[src/rtl/pc_sequencer.sv]
// pc_sequencer: 8-bit program-counter sequencer for the DSP fetch path.
// Selects the next PC from the external incrementer result (pc_inc), a
// jump/call target, or the top of a small return-address stack. The block
// never adds 1 itself; the sequential path always goes through pc_inc.
module pc_sequencer #(
  parameter int         STACK_DEPTH = 4,
  parameter logic [7:0] RESET_PC    = 8'h00
) (
  input  logic       clk,
  input  logic       rst_n,
  input  logic       start,
  input  logic       stall,
  input  logic       jump,
  input  logic       call,
  input  logic       ret,
  input  logic       halt,
  input  logic [7:0] jump_addr,
  input  logic [7:0] pc_inc,
  output logic [7:0] pc,
  output logic       pc_valid,
  output logic       halted,
  output logic       stack_err
);

  // Stack index width and stack-pointer width (sp counts 0..STACK_DEPTH).
  localparam int IDXW = $clog2(STACK_DEPTH);
  localparam int SPW  = IDXW + 1;

  localparam logic [SPW-1:0] SP_ZERO = SPW'(0);
  localparam logic [SPW-1:0] SP_ONE  = SPW'(1);
  localparam logic [SPW-1:0] SP_FULL = SPW'(STACK_DEPTH);

  typedef enum logic [1:0] {
    ST_IDLE = 2'd0,
    ST_RUN  = 2'd1,
    ST_HALT = 2'd2
  } state_t;

  state_t            state_r;
  state_t            state_s;
  logic [7:0]        pc_r;
  logic [7:0]        pc_s;
  logic [SPW-1:0]    sp_r;
  logic [SPW-1:0]    sp_s;
  logic              stack_err_r;
  logic              stack_err_s;
  logic              push_s;
  logic [IDXW-1:0]   push_idx_s;
  logic [IDXW-1:0]   top_idx_s;
  logic [7:0]        stack_r [STACK_DEPTH];

  // Push goes to stack[sp]; the top of stack lives at stack[sp-1]. Both are
  // only used when sp is in range, so truncation to the index width is safe.
  assign push_idx_s = IDXW'(sp_r);
  assign top_idx_s  = IDXW'(sp_r - SP_ONE);

  // Next-state, next-PC and stack-pointer selection; Halt > Ret > Call > Jump > sequential.
  always_comb begin
    state_s     = state_r;
    pc_s        = pc_r;
    sp_s        = sp_r;
    stack_err_s = stack_err_r;
    push_s      = 1'b0;
    case (state_r)
      ST_IDLE: begin
        pc_s = RESET_PC;
        if (start) begin
          state_s = ST_RUN;
        end else begin
          state_s = ST_IDLE;
        end
      end
      ST_RUN: begin
        if (stall) begin
          state_s = ST_RUN;
        end else if (halt) begin
          state_s = ST_HALT;
        end else if (ret) begin
          if (sp_r == SP_ZERO) begin
            stack_err_s = 1'b1;
            state_s     = ST_HALT;
          end else begin
            pc_s = stack_r[top_idx_s];
            sp_s = sp_r - SP_ONE;
          end
        end else if (call) begin
          if (sp_r == SP_FULL) begin
            stack_err_s = 1'b1;
            state_s     = ST_HALT;
          end else begin
            push_s = 1'b1;
            sp_s   = sp_r + SP_ONE;
            pc_s   = jump_addr;
          end
        end else if (jump) begin
          pc_s = jump_addr;
        end else begin
          pc_s = pc_inc;
        end
      end
      ST_HALT: begin
        state_s = ST_HALT;
      end
      default: begin
        state_s = ST_IDLE;
        pc_s    = RESET_PC;
      end
    endcase
  end

  // Control registers: state, PC, stack pointer and sticky error flag.
  always_ff @(posedge clk or negedge rst_n) begin
    if (!rst_n) begin
      state_r     <= ST_IDLE;
      pc_r        <= RESET_PC;
      sp_r        <= SP_ZERO;
      stack_err_r <= 1'b0;
    end else begin
      state_r     <= state_s;
      pc_r        <= pc_s;
      sp_r        <= sp_s;
      stack_err_r <= stack_err_s;
    end
  end

  // Return-address storage; contents are meaningless after reset, so no reset.
  always_ff @(posedge clk) begin
    if (push_s) begin
      stack_r[push_idx_s] <= pc_inc;
    end
  end

  // Outputs come straight from registers or decoded registered state.
  assign pc        = pc_r;
  assign pc_valid  = (state_r == ST_RUN);
  assign halted    = (state_r == ST_HALT);
  assign stack_err = stack_err_r;

endmodule

[config.mk]
export PLATFORM = sky130hd
export DESIGN_NAME = pc_sequencer
export DESIGN_NICKNAME = d
export VERILOG_FILES = /design/src/rtl/pc_sequencer.sv
export SDC_FILE = /design/constraint.sdc
export NUM_CORES = 1
export LEC_CHECK = 0
export BUFFER_PORTS_ARGS = -buffer_cell sky130_fd_sc_hd__buf_4
export CAP_MARGIN = 30
export CORE_MARGIN = 2
export CORE_UTILIZATION = 30
export DETAILED_ROUTE_END_ITERATION = 8
export GPL_ROUTABILITY_DRIVEN = 0
export HOLD_SLACK_MARGIN = 0.1
export PLACE_DENSITY = 0.49
export SETUP_SLACK_MARGIN = 0.4
export SYNTH_ARGS = -nofsm -noshare
export SYNTH_HDL_FRONTEND = slang
export SYNTH_SLANG_ARGS = --single-unit
[constraint.sdc]
create_clock -name clk -period 3.7 [get_ports clk]
set_clock_uncertainty 0.2 [all_clocks]
set_input_delay 0 -clock clk [delete_from_list [all_inputs] [get_ports clk]]
set_output_delay 0 -clock clk [all_outputs]
set_load 0.02 [all_outputs]
* Word-level counts from Yosys, hierarchy flattened
Memory sizes are Yosys's and may differ from the RTL's. Cells that the tools add are included. Widths: inputs -> output; s select.
Operators by class: reduce and logical (&&, ||, !) cells 8, eq/ne operators 13, multiplexer cells 32, bitwise gates (word level) 3, $add $sub $neg 2
Operators with widths (count):
- $mux 8 | 7
- $pmux 8 s2 | 1
- $mux 1 | 13
- $mux 2 | 6
- $mux 3 | 4
- $reduce_and 6->1 | 2
- $ne 5x4->1 const B | 2
- $ne 2x2->1 const B | 4
- $pmux 2 s3 | 1
- $ne 5x5->1 const B | 1
- $reduce_and 5->1 | 1
- $ne 4x4->1 const B | 1
- $reduce_bool 2->1 | 2
- $add 3x1->3 const B | 1
- $eq 3x3->1 const B | 1
- $logic_not 3->1 | 1
- $ne 3x3->1 const B | 1
- $not 1->1 | 3
- $reduce_and 3->1 | 1
- $sub 3x1->3 const B | 1
- $eq 2x1->1 const B | 1
- $eq 2x2->1 const B | 1
- $logic_not 2->1 | 1
- $ne 2x1->1 const B | 1
Storage, ports and cells: memory bits (writable) 32, register bits 14, logic and storage cells 63, memories 1, output and inout port bits 11, input bits 24
Memory list:
- stack_r | words 4, width 8, read ports 1, clocked after memory_dff 0, write ports 1, RTL line 50 | logic [7:0] stack_r [STACK_DEPTH];

* Depth between registers and ports, before layout
Gate-level depths: netlist of run 1.
depth in word-level cells 9, gate-level depth with buffers 8, gate-level depth less buffers 6

* Worst setup path after synthesis of run 1
OpenSTA, ideal clock, no wires.
path type flip-flop to flip-flop, start point register sp_r[0], end point memory stack_r[0][0], enable pin, setup time 332 ps, buffers on the path 1, setup slack 1716 ps, arrival 1453 ps, data required time 3168 ps, stages on the path, launching flop included 7, period minus slack after synthesis 1984 ps, cells stage by stage dfrtp_1 -> inv_1 -> ha_1 -> clkbuf_2 -> a21oi_1 -> and3_2 -> and2_1
Between the ends: word-level cells in the longest chain between the ends 9
RTL lines:
- start, declared | RTL line 43 | logic [SPW-1:0] sp_r;
- start signal, assigned | RTL line 121 | sp_r <= sp_s;
- $eq 3x3->1 | RTL line 87 | if (sp_r == SP_FULL) begin
- $mux 1 | RTL line 87
- $mux 1 | RTL line 86 | end else if (call) begin
- $mux 1 | RTL line 78 | end else if (ret) begin
- $mux 1 | RTL line 76 | end else if (halt) begin
- $mux 1 | RTL line 74 | if (stall) begin
- $mux 1 | RTL line 64 | case (state_r)
- $mux 1 | RTL line 128 | if (push_s) begin
- $mux 1 (implied by the code) | RTL line 129 | stack_r[push_idx_s] <= pc_inc;
- end, declared | RTL line 50
Several ways; a longest one is shown, not always the timed one.

* Worst setup path in the final report of run 1
start point register sp_r[0], end point register pc_r[6], in the netlist pc[6]
Between the ends: word-level cells in the longest chain between the ends 7, elaborated cells between the ends (all ways) 12, those cells by class add/sub: 1; eq/ne: 3; mux: 5; reduce/logical: 2; memory: 1
RTL lines:
- $sub 3x1->3
- $mem_v2 4x8
- $mux 8 | RTL line 79 | if (sp_r == SP_ZERO) begin
- $mux 8 | RTL line 78
- $mux 8 | RTL line 76
- $mux 8 | RTL line 74
- $pmux 8 s2 | RTL line 64
- end signal, assigned | RTL line 120 | pc_r <= pc_s;
- end, declared | RTL line 41 | logic [7:0] pc_r;
Several ways; a longest one is shown, not always the timed one. The select of a mux whose other input is x is not followed. A chain may end at the register's enable or synchronous reset.

==> summary.md, run 1 <==
| Metric | Value |
|---|---|
| Status | `finished clean` |
| Synth unique cells | `40` |
| CP Max Fanout | `20` |
| Flops & latches, synth | `46` |
| Pins over their slew limit | `0` |
| Worst skew pair latency | `0.29 ns` |
| Crit Reg-Reg Endpoint | `pc[6]` |
| Slew at the pin closest to its max-slew limit | `0.998 ns` |
| Reg2reg path depth | `7` |
| Overall routed net length | `5120 µm` |
| Worst min path class | `in2reg` |
| Placed Area | `2480 µm²` |
| Port Buffers | `34` |
| Setup TNS | `0 ns` |
| Period utilization | `0.813` |
| Final Hold Fails | `0` |
| Drc violations | `0` |
| # resized after CTS | `0` |
| Clock Tree Buf Depth | `2` |
| P per Cell Area | `627 nW/µm²` |
| Seq/Total Area, Yosys | `0.609` |
| Hold path start | `halt` |
| Pin count of the biggest net entering global routing | `22` |
| Die H | `88.7 µm` |
| Drt via density | `4.66` |
| # rows | `30` |
| I/O pin count | `35` |
| DR iter-0 viols | `99` |
| Relative slew margins | `0.334` |
| Worst R2R Start | `sp_r[0]` |
| Worst hold path stage count | `4` |
| Unrepaired setup endpoints after global routing | `no` |
| Syn Nets | `183` |
| Cts bufs inserted | `5` |
| Setup Crit Path Kind | `reg2reg` |
| First-pass GRT wire length | `8000 µm` |
| DP HPWL | `3410 µm` |
| Post-DR wirelength/cell | `16.5 µm` |
| Min Hold Slack | `0.117 ns` |
| CTS tree | `yes` |
| Most common cell after layout, fill and taps aside | `buf_4` |
| Avg Cell Area, Syn | `14.0 µm²` |
| Root buffer cell | `clkbuf_8` |
| Final setup viols | `0` |
| Reg clk slew, reported paths | `0.09 ns` |
| GR Util All Layers | `0.139` |
| Final #Nets | `243` |
| Post-DRT Antenna Nets | `0` |
| Post-route cell area | `2880 µm²` |
| Die width | `88.7 µm` |
| WP data required | `3.71 ns` |
| Peak Freq | `332 MHz` |
| CTS Sinks | `46` |
| Crit. End Element | `register` |
| Vias in the first global route | `1532` |
| Gate Count Post-Synth | `154` |
| P_leak | `1.13 nW` |
| R2r setup slk | `0.69 ns` |
| Core area | `6870 µm²` |
| Most frequent cells in the layout | `buf_4, edfxtp_1, dlygate4sd3_1, mux2i_1, dfrtp_1` |
| Diodes inserted | `0` |
| First-pass iteration count of the detailed router | `4` |
| YS warnings | `0` |
| Critical Path Start Type | `register` |
| Initial core utilization | `0.314` |
| Layout cell share with drive strength beyond 1 | `0.256` |
| Initial antenna violation count | `0` |
| Vias | `1450` |
| Clock H-tree levels | `2` |
| Arrival time at the worst endpoint | `3.02 ns` |
| Die footprint | `7880 µm²` |
| Tmin final | `3.01 ns` |
| Layout area overhead | `33.5%` |
| Max Cap Viol | `0` |
| Hold Path Sink | `pc[4]` |
| Synth Cell Area | `2150 µm²` |
| VDD IR max | `393 µV` |
| GR Overflow Total | `0` |
[worst max-delay path, cell delays in order (launching register included)]
cell and delay (ns):
dfrtp_1 0.46, inv_1 0.12, ha_1 0.97, mux2i_1 0.16
a22oi_1 0.21, o21ai_0 0.10, dlygate4sd3_1 0.57, o2bb2ai_1 0.14
[per-stage QoR]
step | setup slack, ns | cells | total power, mW | utilization
after floorplan | 1.72 | 154 | 1.17 | -
after global placement | 1.27 | 275 | 1.36 | 0.362
after detailed placement | 1.18 | 275 | 1.38 | 0.362
after CTS | 0.676 | 311 | 1.82 | 0.419
after global routing | 0.499 | 311 | 1.91 | 0.419
final | 0.692 | 311 | 1.80 | 0.419
[kinds of logic after synthesis]
logic type | Yosys count | share of synthesized area
adder cells (fa/ha/maj) | 5 | 0.0290
buffers and inverters | 13 | 0.0284
flip-flops | 46 | 0.609
XOR/XNOR | 2 | 0.00813
AND/OR/NAND/NOR | 24 | 0.0790
AO/OA/AOI/OAI | 39 | 0.126
multiplexers | 25 | 0.121
[power by group]
part / leakage (nW) / switching (mW) / internal, mW
sequential: 0.466 / 0.0633 / 0.614
clock: 0.0585 / 0.168 / 0.202
combinational: 0.609 / 0.396 / 0.359
total: 1.13 / 0.627 / 1.18
[worst max-delay path by stage]
stage,endpoint,slack [ns],startpoint,cells after the start
final,pc[6],0.69,sp_r[0],7
after global routing,pc[6],0.50,sp_r[0],7
after CTS,pc[1],0.68,sp_r[0],7
after detailed placement,pc[2],1.18,sp_r[0],6
after global placement,pc[0],1.27,sp_r[0],6
after floorplan,stack_r[0][0],1.72,sp_r[0],6
[Yosys cell counts]
library cell,instances,share of area
buf_4,2,0.0070
o2bb2ai_1,8,0.033
edfxtp_1,32,0.45
ha_1,5,0.029
nand2b_1,2,0.0058
mux2_2,8,0.042
nor2_2,1,0.0029
dfrtp_1,14,0.16
o21ai_2,1,0.0041
a31oi_1,1,0.0029
o21ai_1,1,0.0023
clkbuf_2,1,0.0023
and2b_2,1,0.0041
and2_1,5,0.015
a21oi_1,2,0.0046
nand3_1,2,0.0046
nand3b_1,2,0.0070
nor4b_4,1,0.011
xnor2_1,1,0.0041
buf_1,2,0.0035
o211a_1,1,0.0046
a211oi_1,1,0.0035
xor2_1,1,0.0041
o31a_1,1,0.0041
nor2_1,2,0.0035
mux2i_1,17,0.079
nor4bb_1,1,0.0046
o21ai_0,11,0.026
a22oi_1,8,0.028
clkbuf_1,1,0.0017
nor2b_1,2,0.0058
inv_1,4,0.0070
nand4b_1,1,0.0041
buf_2,3,0.0070
o21bai_1,2,0.0070
and3_2,1,0.0035
and3b_1,1,0.0041
nand2_1,2,0.0035
o211ai_1,1,0.0035
a21o_1,1,0.0035
[cell type report]
type	count	area [µm²]
fillers	644	3990
flip-flops and latches	46	1310
multi-input cells	95	782
repair buffers	62	536
well taps	96	120
clock buffers	5	68.8
clock inverters	3	43.8
inverters	4	15.0
[layer usage]
metal / vias to the layer above / track usage / wire [µm]
met2: 35 / 0.225 / 2490
met3: 2 / 0.0429 / 226
met1: 711 / 0.188 / 2380
met5: - / 0 / 0
met4: 0 / 0.0207 / 23
li1: 702 / - / -
[flip-flops by register name, summed over array words and instances, names as in the netlist]
| signal | cells |
|---|---|
| state_r | 2 |
| pc | 8 |
| stack_r | 32 |
| sp_r | 3 |
| stack_err | 1 |
[repair_timing]
action | CTS | global route
hold buffers | 28 | 0
hold endpoints to repair | 60 | 0
buffers inserted | 0 | 0
Note: power is estimated with default switching activity, not from simulation.
==> inputs of run 2 (changes only) <==
--- a/config.mk
+++ b/config.mk
@@ -5,6 +5,7 @@
 export SDC_FILE = /design/constraint.sdc
 export NUM_CORES = 1
 export LEC_CHECK = 0
+export ABC_AREA = 1
 export BUFFER_PORTS_ARGS = -buffer_cell sky130_fd_sc_hd__buf_4
 export CAP_MARGIN = 30
 export CORE_MARGIN = 2
@@ -12,7 +13,7 @@
 export DETAILED_ROUTE_END_ITERATION = 8
 export GPL_ROUTABILITY_DRIVEN = 0
 export HOLD_SLACK_MARGIN = 0.1
-export PLACE_DENSITY = 0.49
+export PLACE_DENSITY = 0.48
 export SETUP_SLACK_MARGIN = 0.4
 export SYNTH_ARGS = -nofsm -noshare
 export SYNTH_HDL_FRONTEND = slang
==> constraint.sdc (replaced) <==
create_clock -name clk -period 3.1 [get_ports clk]
set_clock_uncertainty 0.2 [all_clocks]
set_input_delay 0 -clock clk [delete_from_list [all_inputs] [get_ports clk]]
set_output_delay 0 -clock clk [all_outputs]
set_load 0.02 [all_outputs]
==> summary.md, run 2 <==
| Metric | Value |
|---|---|
| Met2 GRT Util | `0.254` |
| Relative slew margins | `0.535` |
| Vias | `1997` |
| Placed Cells | `387` |
| YS warnings | `0` |
| Synth top area cells | `edfxtp_1, dfrtp_1, nand2_1` |
| Layout cell share with drive strength beyond 1 | `0.196` |
| Core area | `7650 µm²` |
| Top post-synthesis cells by count | `nand2_1, inv_1, nand3_1, edfxtp_1, nor2_1` |
| Gate Count Post-Synth | `258` |
| Tmin final | `2.35 ns` |
| Setup Fix Bufs, Post-CTS | `0` |
| Flops & latches, synth | `46` |
| I/O pin count | `35` |
| # resized after CTS | `0` |
| First-pass iteration count of the detailed router | `4` |
| Asr flop ratio synth | `0.304` |
| Max FFs per register | `32` |
| GR Overflow Total | `0` |
| Final #Nets | `360` |
| Critical Path Start Type | `register` |
| Met3 usage | `0.0301` |
| Area leader, netlist | `edfxtp_1` |
| Crit. End Element | `register` |
| Worst hold path stage count | `7` |
| P per Cell Area | `641 nW/µm²` |
| Initial core utilization | `0.307` |
| Synth Cell Area | `2350 µm²` |
| WP data required | `3.10 ns` |
| Port Buffers | `34` |
| Synth unique cells | `25` |
| Clock H-tree levels | `2` |
| Pins over their slew limit | `0` |
| First-pass GRT wire length | `10100 µm` |
| Pre-CTS setup slack | `0.829 ns` |
| Die footprint | `8560 µm²` |
| Drt via density | `4.60` |
| DR iter-0 viols | `164` |
| Setup TNS | `0 ns` |
| Final Hold Fails | `0` |
| Root buffer cell | `clkbuf_8` |
| Reg2reg path depth | `8` |
| Multi-input gate area | `790 µm²` |
| Initial antenna violation count | `0` |
| Die width | `92.5 µm` |
| CTS tree | `yes` |
| Min Hold Slack | `0.135 ns` |
| Overall routed net length | `6100 µm` |
| Top Usage Layer GRT | `met2` |
| Largest Register | `stack_r` |
| Count leader, synth | `nand2_1` |
| VDD IR max | `270 µV` |
| Clock Tree Buf Depth | `2` |
| Cts bufs inserted | `5` |
| # rows | `32` |
| Final Core Density | `0.412` |
| CP Max Fanout | `20` |
| Worst min path class | `in2reg` |
| Number of synthesized flops with an enable pin | `32` |
| Period utilization | `0.757` |
| Pin count of the biggest net entering global routing | `21` |
| Peak Freq | `426 MHz` |
| Met1 GRT Util | `0.205` |
| Post-DRT Antenna Nets | `0` |
| Fin worst setup slack | `0.753 ns` |
| Drc violations | `0` |
| Status | `finished clean` |
| Final setup viols | `0` |
| Unrepaired setup endpoints after global routing | `no` |
| Share of the synthesized area in the top cell type | `0.409` |
| CTS Sinks | `46` |
| P_leak | `1.44 nW` |
| Most frequent cells in the layout | `nand2_1, inv_1, dlygate4sd3_1, nand3_1, buf_4` |
| Post-DR wirelength/cell | `14.1 µm` |
| Reg clk slew, reported paths | `0.09 ns` |
| Max Cap Viol | `0` |
| Die H | `92.5 µm` |
| Seq/Total Area, Yosys | `0.558` |
| Register area | `1310 µm²` |
| Fillers | `765` |
| Worst skew pair latency | `0.30 ns` |
| Most common cell after layout, fill and taps aside | `nand2_1` |
| Vias in the first global route | `2021` |
| Setup Crit Path Kind | `reg2reg` |
| Avg Cell Area, Syn | `9.11 µm²` |
| DP HPWL | `4490 µm` |
| Diodes inserted | `0` |
| Layout area overhead | `34.2%` |
| Non-Filler Instances | `434` |
| Arrival time at the worst endpoint | `2.35 ns` |
| Slew at the pin closest to its max-slew limit | `0.695 ns` |
| Syn Nets | `287` |
| GR Util All Layers | `0.157` |
| Primary FF master, synth | `edfxtp_1` |
==> run 2: cell count changes in the layout (fill, tap and decap cells not counted), sizes merged, moves of 8 or more <==
cell	before	now
dlygate4sd3	28	39
nor3	0	8
nor2	3	22
a22oi	8	0
inv	5	49
o2bb2ai	8	0
nand3	2	38
mux2	8	0
nand2	2	64
mux2i	17	0
==> run 2: final cells by class <==
type / count / area share
clock buffers: 6 / 0.0230
clock inverters: 2 / 0.00436
inverters: 49 / 0.0591
multi-input cells: 155 / 0.250
flip-flops and latches: 46 / 0.416
well taps: 102 / 0.0405
repair buffers: 74 / 0.207
==> run 2: kinds of logic (layout without fill, tap and decap cells) <==
family / count (synthesis) / in the layout / synth area share
simple gates: 133 / 133 / 0.265
buf+inv: 57 / 131 / 0.106
compound gates: 14 / 14 / 0.0335
xor+xnor: 3 / 3 / 0.0112
fa+ha+maj: 5 / 5 / 0.0266
flops: 46 / 46 / 0.558
==> run 2: metrics by stage <==
step	cell area [µm²]	total power, mW
after floorplan	2350	1.38
after global placement	2680	1.60
after detailed placement	2680	1.60
after CTS	3160	2.04
after global routing	3150	2.17
final	3150	2.02
==> run 2: path summary, 6_finish.rpt <==
check | slack (ns) | end | from
max reg2reg | 0.75 | pc[5] | sp_r[0]
min in group asynchronous | 0.60 | sp_r[1] | rst_n
max in group asynchronous | 1.68 | pc[4] | rst_n
min reg2reg | 0.29 | pc[4] | pc[4]
min | 0.13 | pc[5] | call
max | 0.75 | pc[5] | sp_r[0]
==> run 2: timing repair <==
action	4_1_cts	5_1_grt
hold endpoints to repair	60	0
hold buffers	40	0
endpoints found under the setup margin	0	1
==> run 2: critical path: stages, from the launching register on <==
cell and delay, ns:
dfrtp_1 0.40, inv_4 0.11, ha_1 0.52, inv_2 0.14
nand3_1 0.11, nand3_1 0.08, nand3_1 0.10, dlygate4sd3_1 0.55
nand2_1 0.05
==> run 2: power by group <==
part	internal [mW]	switching (mW)
sequential	0.721	0.0503
clock	0.159	0.210
combinational	0.355	0.526
total	1.23	0.786
==> run 2: per-layer routing <==
layer  share of wire  vias up
met3           0.076       12
met2            0.46       62
li1                -      968
met5               0        -
met4           0.025        0
met1            0.44      955
